**src/rtl/uart_pkg.sv**
```systemverilog
// Shared UART definitions: FSM state encoding, bit-timing derivation and parity.
// Used by both uart_rx and uart_tx.
package uart_pkg;

  localparam int unsigned UART_DATA_W = 8;

  typedef enum logic [2:0] {
    ST_IDLE,
    ST_START,
    ST_DATA,
    ST_PARITY,
    ST_STOP
  } uart_state_e;

  function automatic int unsigned cycles_per_bit(input int unsigned clk_hz,
                                                 input int unsigned bit_rate);
    return clk_hz / bit_rate;
  endfunction

  function automatic int unsigned half_bit(input int unsigned cpb);
    return cpb / 2;
  endfunction

  // Even parity: the parity bit equals the XOR of the data bits.
  function automatic logic even_parity(input logic [UART_DATA_W-1:0] d);
    return ^d;
  endfunction

endpackage

```
**src/rtl/uart_rx_if.sv**
```systemverilog
// Consumer-side bus of the UART receiver. rx_parity_err exists only when
// UART_RX_PARITY_EN is defined.
interface uart_rx_if;
  import uart_pkg::*;

  logic                   rx_enable;
  logic                   rx_busy;
  logic [UART_DATA_W-1:0] rx_data;
  logic                   rx_valid;
  logic                   rx_frame_err;
`ifdef UART_RX_PARITY_EN
  logic                   rx_parity_err;
`endif

  modport master (
    input  rx_enable,
    output rx_busy,
    output rx_data,
    output rx_valid,
`ifdef UART_RX_PARITY_EN
    output rx_parity_err,
`endif
    output rx_frame_err
  );

  modport slave (
    output rx_enable,
    input  rx_busy,
    input  rx_data,
    input  rx_valid,
`ifdef UART_RX_PARITY_EN
    input  rx_parity_err,
`endif
    input  rx_frame_err
  );

endinterface

```
**src/rtl/uart_rx_sync.sv**
```systemverilog
// Two-flop synchronizer for an asynchronous input; both flops reset high so an
// idle-high line shows no edge when reset is released.
module uart_rx_sync (
  input  logic clk,
  input  logic resetn,
  input  logic d,
  output logic q
);

  logic meta_q, meta_d;
  logic sync_q, sync_d;

  always_comb begin
    meta_d = d;
    sync_d = meta_q;
  end

  always_ff @(posedge clk or negedge resetn) begin
    if (!resetn) begin
      meta_q <= 1'b1;
      sync_q <= 1'b1;
    end else begin
      meta_q <= meta_d;
      sync_q <= sync_d;
    end
  end

  assign q = sync_q;

endmodule

```
**src/rtl/uart_rx.sv**
```systemverilog
// UART receiver: recovers 8N1 frames from uart_rxd onto a parallel byte bus with
// single-cycle valid/error pulses. Define UART_RX_PARITY_EN for 8E1 framing.
module uart_rx
  import uart_pkg::*;
#(
  parameter int unsigned BIT_RATE = 9600,
  parameter int unsigned CLK_HZ   = 100000000
) (
  input  logic      clk,
  input  logic      resetn,
  input  logic      uart_rxd,
  uart_rx_if.master rx
);

  localparam int unsigned CYCLES_PER_BIT = cycles_per_bit(CLK_HZ, BIT_RATE);
  localparam int unsigned HALF_BIT       = half_bit(CYCLES_PER_BIT);
  localparam logic [15:0] CNT_BIT_END    = 16'(CYCLES_PER_BIT - 1);
  localparam logic [15:0] CNT_HALF_END   = 16'(HALF_BIT - 1);

  if (CYCLES_PER_BIT < 4 || CYCLES_PER_BIT > 65535) begin : g_bad_rate
    $error("uart_rx: CLK_HZ/BIT_RATE must lie in 4..65535");
  end

  logic rxd_s;
  logic rxd_q, rxd_d;

  uart_state_e            state_q, state_d;
  logic [15:0]            cnt_q, cnt_d;
  logic [2:0]             bit_idx_q, bit_idx_d;
  logic [UART_DATA_W-1:0] shift_q, shift_d;
  logic [UART_DATA_W-1:0] data_q, data_d;
  logic                   valid_q, valid_d;
  logic                   ferr_q, ferr_d;
`ifdef UART_RX_PARITY_EN
  logic                   par_bad_q, par_bad_d;
  logic                   perr_q, perr_d;
`endif

  uart_rx_sync u_sync (
    .clk    (clk),
    .resetn (resetn),
    .d      (uart_rxd),
    .q      (rxd_s)
  );

  always_comb begin
    rxd_d     = rxd_s;
    state_d   = state_q;
    cnt_d     = cnt_q + 16'd1;
    bit_idx_d = bit_idx_q;
    shift_d   = shift_q;
    data_d    = data_q;
    valid_d   = 1'b0;
    ferr_d    = 1'b0;
`ifdef UART_RX_PARITY_EN
    par_bad_d = par_bad_q;
    perr_d    = 1'b0;
`endif

    case (state_q)
      ST_IDLE: begin
        bit_idx_d = '0;
        if (rxd_q && !rxd_s) state_d = ST_START;
      end
      ST_START: begin
        // A line back high at mid-start-bit was a glitch, not a frame.
        if (cnt_q == CNT_HALF_END) state_d = rxd_s ? ST_IDLE : ST_DATA;
      end
      ST_DATA: begin
        if (cnt_q == CNT_BIT_END) begin
          cnt_d     = '0;
          shift_d   = {rxd_s, shift_q[UART_DATA_W-1:1]};
          bit_idx_d = bit_idx_q + 3'd1;
`ifdef UART_RX_PARITY_EN
          if (bit_idx_q == 3'd7) state_d = ST_PARITY;
`else
          if (bit_idx_q == 3'd7) state_d = ST_STOP;
`endif
        end
      end
`ifdef UART_RX_PARITY_EN
      ST_PARITY: begin
        if (cnt_q == CNT_BIT_END) begin
          par_bad_d = (rxd_s != even_parity(shift_q));
          state_d   = ST_STOP;
        end
      end
`endif
      ST_STOP: begin
        // Leaving at mid-stop-bit lets a back-to-back start edge be caught.
        if (cnt_q == CNT_BIT_END) begin
          state_d = ST_IDLE;
          if (!rxd_s) begin
            ferr_d = 1'b1;
`ifdef UART_RX_PARITY_EN
          end else if (par_bad_q) begin
            perr_d = 1'b1;
`endif
          end else begin
            valid_d = 1'b1;
            data_d  = shift_q;
          end
        end
      end
      default: state_d = ST_IDLE;
    endcase

    if (state_d != state_q || state_q == ST_IDLE) cnt_d = '0;

    if (!rx.rx_enable) begin
      state_d = ST_IDLE;
      cnt_d   = '0;
      data_d  = data_q;
      valid_d = 1'b0;
      ferr_d  = 1'b0;
`ifdef UART_RX_PARITY_EN
      perr_d  = 1'b0;
`endif
    end
  end

  always_ff @(posedge clk or negedge resetn) begin
    if (!resetn) begin
      rxd_q     <= 1'b1;
      state_q   <= ST_IDLE;
      cnt_q     <= '0;
      bit_idx_q <= '0;
      shift_q   <= '0;
      data_q    <= '0;
      valid_q   <= 1'b0;
      ferr_q    <= 1'b0;
`ifdef UART_RX_PARITY_EN
      par_bad_q <= 1'b0;
      perr_q    <= 1'b0;
`endif
    end else begin
      rxd_q     <= rxd_d;
      state_q   <= state_d;
      cnt_q     <= cnt_d;
      bit_idx_q <= bit_idx_d;
      shift_q   <= shift_d;
      data_q    <= data_d;
      valid_q   <= valid_d;
      ferr_q    <= ferr_d;
`ifdef UART_RX_PARITY_EN
      par_bad_q <= par_bad_d;
      perr_q    <= perr_d;
`endif
    end
  end

  assign rx.rx_busy      = (state_q != ST_IDLE);
  assign rx.rx_data      = data_q;
  assign rx.rx_valid     = valid_q;
  assign rx.rx_frame_err = ferr_q;
`ifdef UART_RX_PARITY_EN
  assign rx.rx_parity_err = perr_q;
`endif

endmodule

```
**src/flat_wrapper.sv**
```systemverilog
// flat-port wrapper written by rule: the top's interface ports become plain ports
module uart_rx_flat import uart_pkg::*;
#(
  parameter int unsigned BIT_RATE = 9600,
  parameter int unsigned CLK_HZ   = 100000000
)
  (clk, resetn, uart_rxd, rx_rx_enable, rx_rx_busy, rx_rx_data, rx_rx_valid, rx_rx_frame_err);
  uart_rx_if rx_i ();
  input  logic clk;
  input  logic resetn;
  input  logic uart_rxd;
  input wire logic [$bits(rx_i.rx_enable)-1:0] rx_rx_enable;
  output wire logic [$bits(rx_i.rx_busy)-1:0] rx_rx_busy;
  output wire logic [$bits(rx_i.rx_data)-1:0] rx_rx_data;
  output wire logic [$bits(rx_i.rx_valid)-1:0] rx_rx_valid;
  output wire logic [$bits(rx_i.rx_frame_err)-1:0] rx_rx_frame_err;
  assign rx_i.rx_enable = rx_rx_enable;
  assign rx_rx_busy = rx_i.rx_busy;
  assign rx_rx_data = rx_i.rx_data;
  assign rx_rx_valid = rx_i.rx_valid;
  assign rx_rx_frame_err = rx_i.rx_frame_err;
  uart_rx #(.BIT_RATE(BIT_RATE), .CLK_HZ(CLK_HZ)) u_core (.clk(clk), .resetn(resetn), .uart_rxd(uart_rxd), .rx(rx_i));
endmodule
```
**config.mk**
```make
export PLATFORM = sky130hd
export DESIGN_NAME = uart_rx_flat
export DESIGN_NICKNAME = d
export VERILOG_FILES = /design/src/rtl/uart_pkg.sv /design/src/rtl/uart_rx_if.sv /design/src/rtl/uart_rx_sync.sv /design/src/rtl/uart_rx.sv /design/src/flat_wrapper.sv
export SDC_FILE = /design/constraint.sdc
export NUM_CORES = 1
export LEC_CHECK = 0
export CAP_MARGIN = 20
export CORE_ASPECT_RATIO = 2
export CORE_UTILIZATION = 45
export DETAILED_ROUTE_END_ITERATION = 6
export PLACE_DENSITY = 0.62
export SYNTH_ARGS = -nofsm -noshare
export SYNTH_HDL_FRONTEND = slang
export SYNTH_HIERARCHICAL = 1
export SYNTH_SLANG_ARGS = --single-unit
```
**constraint.sdc**
```tcl
create_clock -name clk -period 2.73 [get_ports clk]
set_input_delay 0.546 -clock clk [delete_from_list [all_inputs] [get_ports clk]]
set_output_delay 0.546 -clock clk [all_outputs]
set_load 0.005 [all_outputs]
```
==> results of run 1 <==
## power breakdown
group / switching (uW) / internal, uW / total (uW)
clock network: 201 / 365 / 566
registers: 5.70 / 642 / 648
logic: 20.9 / 9.72 / 30.6
## per-stage QoR
stage               area (um^2)  setup WS (ns)  hold WS [ns]  cells  total power [uW]
finish                     2350          0.371         0.352    243              1250
global route               2350          0.242         0.349    243              1290
CTS                        2350          0.388         0.355    243              1270
detailed placement         2210          0.357         0.349    235               692
global placement           2210          0.421         0.347    235               690
floorplan                  2030          0.531         0.250    171               669
## final cells by class
| cell class | count | area, um^2 | area share |
|---|---|---|---|
| clock buffers | 6 | 72.6 | 0.0309 |
| clock inverters | 2 | 60.1 | 0.0256 |
| inverters | 2 | 7.51 | 0.00320 |
| multi-input cells | 118 | 895 | 0.381 |
| flip-flops and latches | 43 | 1080 | 0.460 |
| well taps | 54 | 67.6 | 0.0288 |
| repair buffers | 18 | 165 | 0.0704 |
## cells by family after synthesis
family                     Yosys count  share of synthesized area
AOI/OAI and AO/OA                    7                     0.0240
and+or+nand+nor                     75                      0.234
muxes                               19                      0.103
xor gates and xnor gates            14                     0.0603
DFF                                 43                      0.531
buffers and inverters               10                     0.0289
adders and majority gates            3                     0.0185
## worst paths after layout
kind | from | to | slack [ns] | cells after the start
min in group asynchronous | resetn | u_core/bit_idx_q[2]$_DFFE_PN0P_ | 0.40 | 1
max reg2reg | u_core/cnt_q[4]$_DFF_PN0_ | u_core/rx.rx_data[1]$_DFFE_PN0P_ | 0.37 | 4
min reg2reg | u_core/u_sync/meta_q$_DFF_PN1_ | u_core/u_sync/q$_DFF_PN1_ | 0.35 | 0
max in group asynchronous | resetn | u_core/shift_q[5]$_DFFE_PN0P_ | 1.76 | 1
min | u_core/u_sync/meta_q$_DFF_PN1_ | u_core/u_sync/q$_DFF_PN1_ | 0.35 | 0
max | u_core/cnt_q[4]$_DFF_PN0_ | u_core/rx.rx_data[1]$_DFFE_PN0P_ | 0.37 | 4
## registers in the layout, summed over array words and instances, names as in the netlist
signal                  flops
u_core/cnt_q               16
u_core/rx.rx_valid          1
u_core/bit_idx_q            3
u_core/u_sync/q             1
u_core/rxd_q                1
u_core/rx.rx_frame_err      1
u_core/state_q              3
u_core/shift_q              8
u_core/rx.rx_data           8
u_core/u_sync/meta_q        1
## worst max-delay path, cell delays in order, from the launching register on
cell     delay [ns]
dfrtp_1        0.47
or4b_1         0.62
nor4_4         0.29
and4_1         0.48
mux2_2         0.39
## cells in the final DEF, fill, tap and decap left out, types with 3 or more instances in the layout
cell,instances
dfrtp_1,40
nor4_1,19
mux2_2,15
clkdlybuf4s50_1,13
nand2_1,10
nand3_1,7
xor2_1,7
xnor2_1,7
nand4_1,6
clkbuf_8,5
nor2_1,5
nor3_1,4
and4_1,4
buf_4,4
nor2b_1,3
mux2i_1,3
ha_1,3
dfstp_2,3
## per-layer routing
metal | track usage | routed length (um) | up-vias
li1 | - | - | 664
met2 | 0.331 | 2260 | 21
met3 | 0.0344 | 95 | 11
met4 | 0.112 | 123 | 0
met1 | 0.219 | 1550 | 714
met5 | 0 | 0 | -
==> impl_summary.md, run 1 <==
STA
The number of endpoints with negative hold slack in the final report was 0. The accumulated negative setup slack is 0 ns. Derived from the worst setup path, the maximum achievable clock frequency is 424 MHz. The number of max-slew violations in the final report came to 0.

The worst path in the final design needs a cycle of 2.36 ns, including I/O delays and setup. The worst slew slack as a fraction of its limit is 0.379. For the pin with the worst max-slew slack, the measured transition is 0.932 ns. Across the routed clock network, the largest skew measured is 0.00625 ns. Setup repair after global routing left no endpoint under its margin. The final period utilization is 0.864. Setup violations remaining at the end of the flow were counted as 0.

Route
The DRC marker count from the first detailed-route iteration is 41. The first-pass iteration count of the detailed router is 4. In this run the remaining antenna-violating nets after routing total 0. For this run, design rule violations remaining after detail routing come to 0. Dividing the detail-routed wire length by the instance count gives 16.6 um. In the routed layout, each cell is associated on average with a via count of 5.80. Detailed routing inserted a total of 1410 vias. The total wirelength of the detailed-routed design is 4030 um.

Clock network
In this run the post-CTS setup repair buffer count came out at 0. In this run, post-CTS repair resized a total of 0 instances. In this run the deepest clock path goes through 2 buffers.

The number of buffers created by CTS is 5. The number of H-tree levels is 2. The hold buffer count at CTS is 0.

The clock reaches the later pin of the worst-skew pair after 0.29 ns. The tree built by TritonCTS fans out to 43 sinks. The TritonCTS clock tree is built. The clock root buffer master is clkbuf_8. The clock-pin slew of the registers on the worst-case setup and hold paths is 0.08 ns.

Worst setup path
The nature of the critical path startpoint is a flop. The kind of end point of the critical path is a flop. At the worst endpoint, the required time is 2.91 ns. The critical path in this run is classified as reg2reg. STA puts the critical path data arrival time at 2.53 ns. In this run the worst path has a maximum fanout of 8.

Logic synthesis
In this run, synthesis inferred 0 flip-flops with an integrated enable. The cell with the most instances after synthesis is dfrtp_1. Counting flops with an async set or reset pin after synthesis yields a share of 1.00. The cell accounting for the most synthesized area is dfrtp_1.

The most frequently used flop master after synthesis is dfrtp_1. After synthesis, the most frequently instantiated cells are dfrtp_1, nor4_1, mux2_2. The fraction of the yosys area taken by sequential cells is 0.531. Of the post-synthesis cell area, the dominant cell type holds 0.492. The number of instances in the synthesized netlist is 171.

The average footprint of a synthesized cell is 11.9 um^2. By area the synthesized netlist is led by dfrtp_1, mux2_2, nor4_1. The synthesis-stage register bit count is 43. The cell area that synthesis handed to floorplanning was 2030 um^2.

The number of warnings printed during yosys synthesis is 6. The synthesized net count is 178. The distinct cell type count after synthesis is 39.

Status
The run finished with clean final reports.

Layout
The repair_antennas step left the layout with diodes totalling 0. The number of filler instances in the final layout is 391. Relative to the synthesized area, the layout overhead comes to 15.4%. The post-route core utilization is 0.541.

Of the cells placed in the final design, the portion with a size suffix greater than 1 is 0.175. The net count reported at finish is 195.

Pwr
The worst vdd rail ir drop is 0.380 mV. The power density over cell area is 530 nW/um^2. The leakage power of the design is 0.00101 uW.

Floorplanning
The core region area is 4340 um^2. The full die area is 4810 um^2. The initial core utilization is 0.469. The floorplan row count is 34. The width of the die is 49.5 um. The boundary pin count is 15. In this run the vertical extent of the chip is 97.1 um.

Worst hold path
The path class of the lowest-slack min-delay path is reg2reg.

GRT
The wire length of the first global-routing pass is 7160 um. The number of antenna violations at the first check in global routing was 0. The number of global-route vias before repair was 1510. Entering global routing, the biggest net connects 44 pins. The total track usage is 0.194. The overflow left after global routing is 0.

Flow run
The number of max-capacitance violations reported is 0.

Place
The quantity of I/O buffers inserted on ports is 14. At the end of routability-driven placement, the weighted congestion stood at 0.858. Summed over all nets, the half-perimeter wirelength after detailed placement is 2900 um.
Note: power is estimated with default switching activity, not from simulation.
==> run 2: changes to the inputs <==
==> constraint.sdc (replaced) <==
create_clock -name clk -period 2.8 [get_ports clk]
set_input_delay 0.56 -clock clk [delete_from_list [all_inputs] [get_ports clk]]
set_output_delay 0.56 -clock clk [all_outputs]
set_load 0.005 [all_outputs]
==> impl_summary.md, run 2 (synthesis results as in run 1) <==
Route
The detailed-route via count is 1417. After detailed routing, the wire length on met1 is 1470 um. The first detailed-routing pass took 4 iterations. The remaining number of nets flagged by the antenna check after routing is 0. The via density per instance is 5.90. The mean routed wirelength per cell is 16.9 um.

The detailed router used layers up to and including met4. After detailed routing, the met3 layer carries 86 um of wire. The total wirelength of the detailed-routed design is 4060 um. After detailed routing, the met2 layer carries 2400 um of wire. In the routed design, unresolved DRC markers number 0.

The DRC marker count from the first detailed-route iteration is 23.

Worst setup path
In this design, the stage delay of the slowest critical-path cell is 0.60 ns. The maximum fanout along the worst path is 8. Traced cell by cell, the critical path runs through or4b_1, nor4_4, and4_1, mux2_2. The cell type of the slowest stage on the worst timing path is or4b_1. The nature of the critical path startpoint is a flop.

The critical path in this run is classified as reg2reg. The worst path required time is 2.97 ns. The critical path data arrival time is 2.62 ns. The worst setup path is captured at a flop.

Status
The flow ran to the end, and the final reports show no timing, DRC or antenna violations.

STA
In this run the tightest slew margin relative to its limit is 0.396. Subtracting the final worst setup slack from the clock period gives 2.44 ns. The number of max-slew violations in the final report is 0. Setup repair after global routing left no endpoint under its margin. The accumulated negative setup slack is 0 ns. The timing-limited maximum frequency is 409 MHz.

The number of endpoints with negative hold slack in the final report is 0. The count of endpoints failing setup in the final report is 0. At the pin with the least slew margin, the transition time is 0.906 ns. The maximum clock skew at final layout is 0.00711 ns.

The worst hold slack is 0.368 ns. Of the available clock period, the critical path in the final layout requires 0.873.

Floorplanning
The core region is 4340 um^2. 15 I/O pins were placed. Measured along the y axis, the die boundary spans 97.1 um. The floorplan step defined a die boundary enclosing 4810 um^2. The floorplan row count is 34. For this configuration, the core starts out at a cell density of 0.469. The width of the die is 49.5 um.

Clock network
The clock-pin slew of the registers on the worst-case setup and hold paths is 0.08 ns. The number of H-tree levels is 2. Counting the buffers created by CTS gives 5. The clock net sink count is 43.

The clock network latency to the later pin of the worst-skew pair is 0.29 ns. Once the clock tree was built, the resizer swapped 0 gates to a different size. The root buffer cell chosen for the clock tree is clkbuf_8. Counting along the longest clock path gives a buffer depth of 2. Buffers added to address setup during post-CTS repair amount to 0.

The TritonCTS clock tree is built. In this run, post-CTS hold repair placed 0 buffers.

Pwr
The leakage power of the design is 0.000973 uW. The worst-case IR drop observed on VDD is 0.315 mV. Power spread over the standard cell area amounts to 460 nW/um^2.

Layout
At the end of the flow, the number of nets in the layout was 192. The register with the most flip-flops in the layout has 16 of them. The post-synthesis to final-layout area growth is 12.4%.

The library cells used most frequently in the layout, excluding fill and tap cells, are dfrtp_1, nor4_1, mux2_2, clkdlybuf4s50_1, nand2_1. Of the cells placed in the final design, the portion with a size suffix greater than 1 is 0.167. The post-route core utilization is 0.527. The library cell used most frequently in the layout, excluding fill and tap cells, is dfrtp_1. The antenna diode count is 0. The register containing the most flip-flops in the final layout is u_core/cnt_q. The filler cells instantiated in the layout total 414.

GRT
The number of antenna violations at the first check in global routing is 0. The largest net degree at the start of global routing is 44. Summed over all layers, the global routing overflow is 0. The first global-routing pass estimated 7300 um of wire. The number of global-route vias before repair is 1499.

The total track usage is 0.198.

Place
Buffers placed on the I/O ports in this run total 14. The wire-length estimate of the detail-placed layout is 2990 um. At the end of routability-driven placement, the weighted congestion stood at 0.935.

Worst hold path
In this run the worst hold path is classified as reg2reg.

Flow run
The number of max-capacitance violations reported is 0.
-- run 2: cell count changes in the layout (fill, tap and decap cells not counted) --
| cell | change |
|---|---|
| bufinv_16 | -2 |
| clkinvlp_4 | +1 |
| clkinv_4 | +2 |
| buf_4 | -3 |
| clkbuf_1 | -1 |
-- run 2: critical path: cells and delay by family, from the launching register on --
family,cells,cell delay (ns)
muxes,1,0.38
and+or+nand+nor,3,1.49
DFF,1,0.45
-- run 2: area by class of cell --
class / instances / area, um^2 / area share
clock buffers: 5 / 68.8 / 0.0301
clock inverters: 3 / 25.0 / 0.0109
well taps: 54 / 67.6 / 0.0296
flip-flops and latches: 43 / 1080 / 0.472
multi-input cells: 118 / 895 / 0.391
repair buffers: 15 / 143 / 0.0624
inverters: 2 / 7.51 / 0.00328
-- run 2: worst paths after layout --
path	from	endpoint	slack (ns)	depth (start not counted)
setup / recovery	u_core/cnt_q[4]$_DFF_PN0_	u_core/rx.rx_data[1]$_DFFE_PN0P_	0.36	4
setup reg to reg	u_core/cnt_q[4]$_DFF_PN0_	u_core/rx.rx_data[1]$_DFFE_PN0P_	0.36	4
max in group asynchronous	resetn	u_core/rx.rx_data[0]$_DFFE_PN0P_	1.84	1
hold / removal	u_core/u_sync/meta_q$_DFF_PN1_	u_core/u_sync/q$_DFF_PN1_	0.37	0
min in group asynchronous	resetn	u_core/bit_idx_q[0]$_DFFE_PN0P_	0.40	1
hold reg to reg	u_core/u_sync/meta_q$_DFF_PN1_	u_core/u_sync/q$_DFF_PN1_	0.37	0
-- run 2: per-stage QoR --
stage / instance area (um^2) / total power, uW / instances / setup WS [ns]
after global routing: 2290 / 1100 / 240 / 0.215
final: 2290 / 1050 / 240 / 0.357
after CTS: 2290 / 1070 / 240 / 0.334
after floorplan: 2030 / 652 / 171 / 0.601
after global placement: 2190 / 673 / 232 / 0.418
after detailed placement: 2190 / 675 / 232 / 0.343
-- run 2: power by group --
group	internal [uW]	total [uW]	switching, uW
Clock	178	390	212
Combinational	9.48	29.9	20.4
Sequential	626	631	5.25
-- run 2: per-layer routing --
layer  up-vias  track usage
li1        661            -
met1       721        0.220
met2        26        0.352
met3         9       0.0344
met4         0       0.0901
met5         -            0
==> run 3: changes to the inputs <==
--- a/config.mk
+++ b/config.mk
@@ -5,6 +5,7 @@
 export SDC_FILE = /design/constraint.sdc
 export NUM_CORES = 1
 export LEC_CHECK = 0
+export ABC_AREA = 1
 export CAP_MARGIN = 20
 export CORE_ASPECT_RATIO = 2
 export CORE_UTILIZATION = 45
==> impl_summary.md, run 3 <==
Status
The run finished with clean final reports.

STA
The worst-case setup margin in the final layout is 0.750 ns. At the pin with the least slew margin, the transition time is 0.407 ns. The number of endpoints with negative hold slack in the final report is 0. Setup violations remaining at the end of the flow were counted as 0.

For the finished layout, the period the worst path requires is 2.05 ns. Setup repair after global routing left no endpoint under its margin. The worst slew slack as a fraction of its limit is 0.727.

The accumulated negative setup slack is 0 ns. The clock arrives with 0.00914 ns of skew. The number of max-slew violations in the final report is 0. The final period utilization is 0.732. Derived from the worst setup path, the maximum achievable clock frequency is 488 MHz.

Pwr
The worst vdd rail ir drop is 0.350 mV. The leakage power of the design is 0.00109 uW. The power density over cell area is 425 nW/um^2.

Worst setup path
The slowest stage of the critical path is the clkdlybuf4s50_1 cell. The register-to-register path setup slack is 0.83 ns. The kind of critical path is reg2out. STA puts the critical path data arrival time at 1.49 ns.

Data on the critical path is required at its endpoint by 2.24 ns. The nature of the critical path startpoint is a flop. STA classifies the critical path endpoint as an output pin. The critical register-to-register path startpoint is u_core/cnt_q[0]$_DFF_PN0_.

In this run the worst path has a maximum fanout of 6. The timing startpoint of the critical path is u_core/state_q[2]$_DFF_PN0_. The largest single stage delay on the critical path is 0.51 ns. Traced cell by cell, the critical path runs through nor2_1, nand2_1, clkdlybuf4s50_1.

Layout
0 antenna diodes ended up in the layout. In the layout the commonest cells are nand2_1, dfrtp_1, nor2_1, inv_1, nand4_1. The number of flip-flops in the largest register is 16. After routing the design area is 2500 um^2. The most frequent standard cell in the layout excluding fill and tap cells is nand2_1. From synthesis to final layout, the design area changed by 12.8%.

The net count reported at finish is 298. The register containing the most flip-flops in the final layout is u_core/cnt_q. The ratio of cells with drive above 1 in the final layout is 0.154.

Floorplanning
For this configuration, the core starts out at a cell density of 0.473. The core region area is 4690 um^2. The die is 101 um tall. The width of the die is 51.6 um.

The full die area is 5220 um^2. The initialized floorplan defines 35 standard-cell rows. In this run the count of I/O pins placed on the die edge is 15.

Logic synthesis
The fraction of the yosys area taken by sequential cells is 0.488. The number of warnings printed during yosys synthesis is 6. The cell with the most instances after synthesis is nand2_1. The number of flops mapped to enable cells by yosys is 0.

The number of instances in the synthesized netlist is 272. The fraction of post-synthesis cell area in the top cell type by area is 0.452. The proportion of synthesized flip-flops having asynchronous set or reset is 1.00. The cell accounting for the most synthesized area is dfrtp_1.

Counting distinct cell types in the post-synthesis netlist gives 27. After synthesis the netlist holds a flip-flop and latch count of 43. The synthesized net count is 279.

Averaged over all synthesized cells, the footprint is 8.14 um^2. Sorting the synthesized cells by area gives the leading types as dfrtp_1, nand2_1, nor2_1. The most frequently used flop master after synthesis is dfrtp_1. Ranked by instance count, the synthesized netlist is headed by nand2_1, dfrtp_1, nor2_1. After synthesis the cells add up to 2210 um^2.

Clock network
The number of clock buffers added by TritonCTS is 5. The clock-pin slew of the registers on the worst-case setup and hold paths is 0.09 ns. The number of H-tree levels is 2. CTS saw 43 sinks. After clock tree synthesis, the flow added hold-fix buffers numbering 0. The longest clock path from root to sink contains 2 buffers. The buffers inserted during post-CTS setup optimization is 0. At the later pin of the worst-skew pair, clock insertion delay measures 0.29 ns. In this run, post-CTS repair resized a total of 0 instances. TritonCTS built the clock tree. CTS placed an instance of clkbuf_8 at the clock tree root.

Route
The detailed-route via count is 1806. The mean routed wirelength per cell is 14.5 um. For this block, the initial DRC count from the detailed router was 34.

In the routed design, unresolved DRC markers number 0. The detail route stage leaves a number of antenna-violating nets equal to 0. The total wirelength of the detailed-routed design is 5050 um. Using the TritonRoute via totals, the vias-per-cell ratio works out to 5.20.

The first-pass iteration count of the detailed router is 4.

Place
In this run the cell area measured after placement is 2390 um^2. The post-DP HPWL is 3850 um. The final estimated routing congestion in global placement is 1.01. At the placement stage, the worst setup path has a slack of 0.834 ns.

The quantity of I/O buffers inserted on ports is 14.

GRT
Across every metal layer, demand over resource in global routing totals 0.221. The number of antenna violations at the first check in global routing was 0. The number of global-route vias before repair was 1858.

The first global-routing pass estimated 8420 um of wire. Summed over all layers, the global routing overflow is 0. Entering global routing, the biggest net connects 44 pins.

Worst hold path
The path class of the lowest-slack min-delay path is in2async.

Flow run
The number of max-capacitance violations reported is 0.
-- run 3: kinds of logic (layout without fill, tap and decap cells) --
logic type,count (synthesis),after routing,share of synthesized area
fa+ha+maj,3,3,0.0170
simple gates,164,164,0.347
compound gates,22,22,0.0638
flops,43,43,0.488
xor+xnor,3,3,0.0119
buf+inv,37,57,0.0729
-- run 3: final timing paths --
kind                       depth (start not counted)                         endpoint
min reg2reg                                        0        u_core/u_sync/q$_DFF_PN1_
max in group asynchronous                          2   u_core/u_sync/meta_q$_DFF_PN1_
min                                                1       u_core/cnt_q[13]$_DFF_PN0_
min in group clk                                   0        u_core/u_sync/q$_DFF_PN1_
max                                                3                       rx_rx_busy
max reg2reg                                        8  u_core/bit_idx_q[0]$_DFFE_PN0P_
-- run 3: final cells by class --
| class | instances | area (um^2) |
|---|---|---|
| clock buffer | 6 | 72.6 |
| sequential | 43 | 1080 |
| timing repair buffer | 17 | 170 |
| fill | 463 | 2190 |
| clock inverter | 2 | 12.5 |
| tap | 55 | 68.8 |
| multi-input combinational | 192 | 973 |
| inverter | 32 | 120 |
-- run 3: routing by layer --
| layer | wire length [um] | GRT usage | part of all wire |
|---|---|---|---|
| met3 | 105 | 0.0345 | 0.021 |
| met5 | 0 | 0 | 0 |
| met2 | 2740 | 0.392 | 0.54 |
| met4 | 292 | 0.158 | 0.058 |
| met1 | 1910 | 0.227 | 0.38 |
-- run 3: critical path: cells and delay by family, from the launching register on --
family,cells,cell delay [ns]
flip-flops,1,0.48
AND/OR/NAND/NOR,2,0.22
buffers and inverters,1,0.51
-- run 3: power breakdown --
| part | switching [uW] | internal, uW | total, uW |
|---|---|---|---|
| Sequential | 3.29 | 626 | 629 |
| Combinational | 33.7 | 13.0 | 46.7 |
| Clock | 212 | 175 | 386 |
-- run 3: metrics by stage --
stage               cells  hold slack, ns  power (uW)  utilization
global placement      338           0.350         687        0.511
global route          347          0.0861        1110        0.533
floorplan             272           0.264         664            -
detailed placement    338           0.354         687        0.511
finish                347          0.0919        1060        0.533
CTS                   346           0.362        1080        0.529
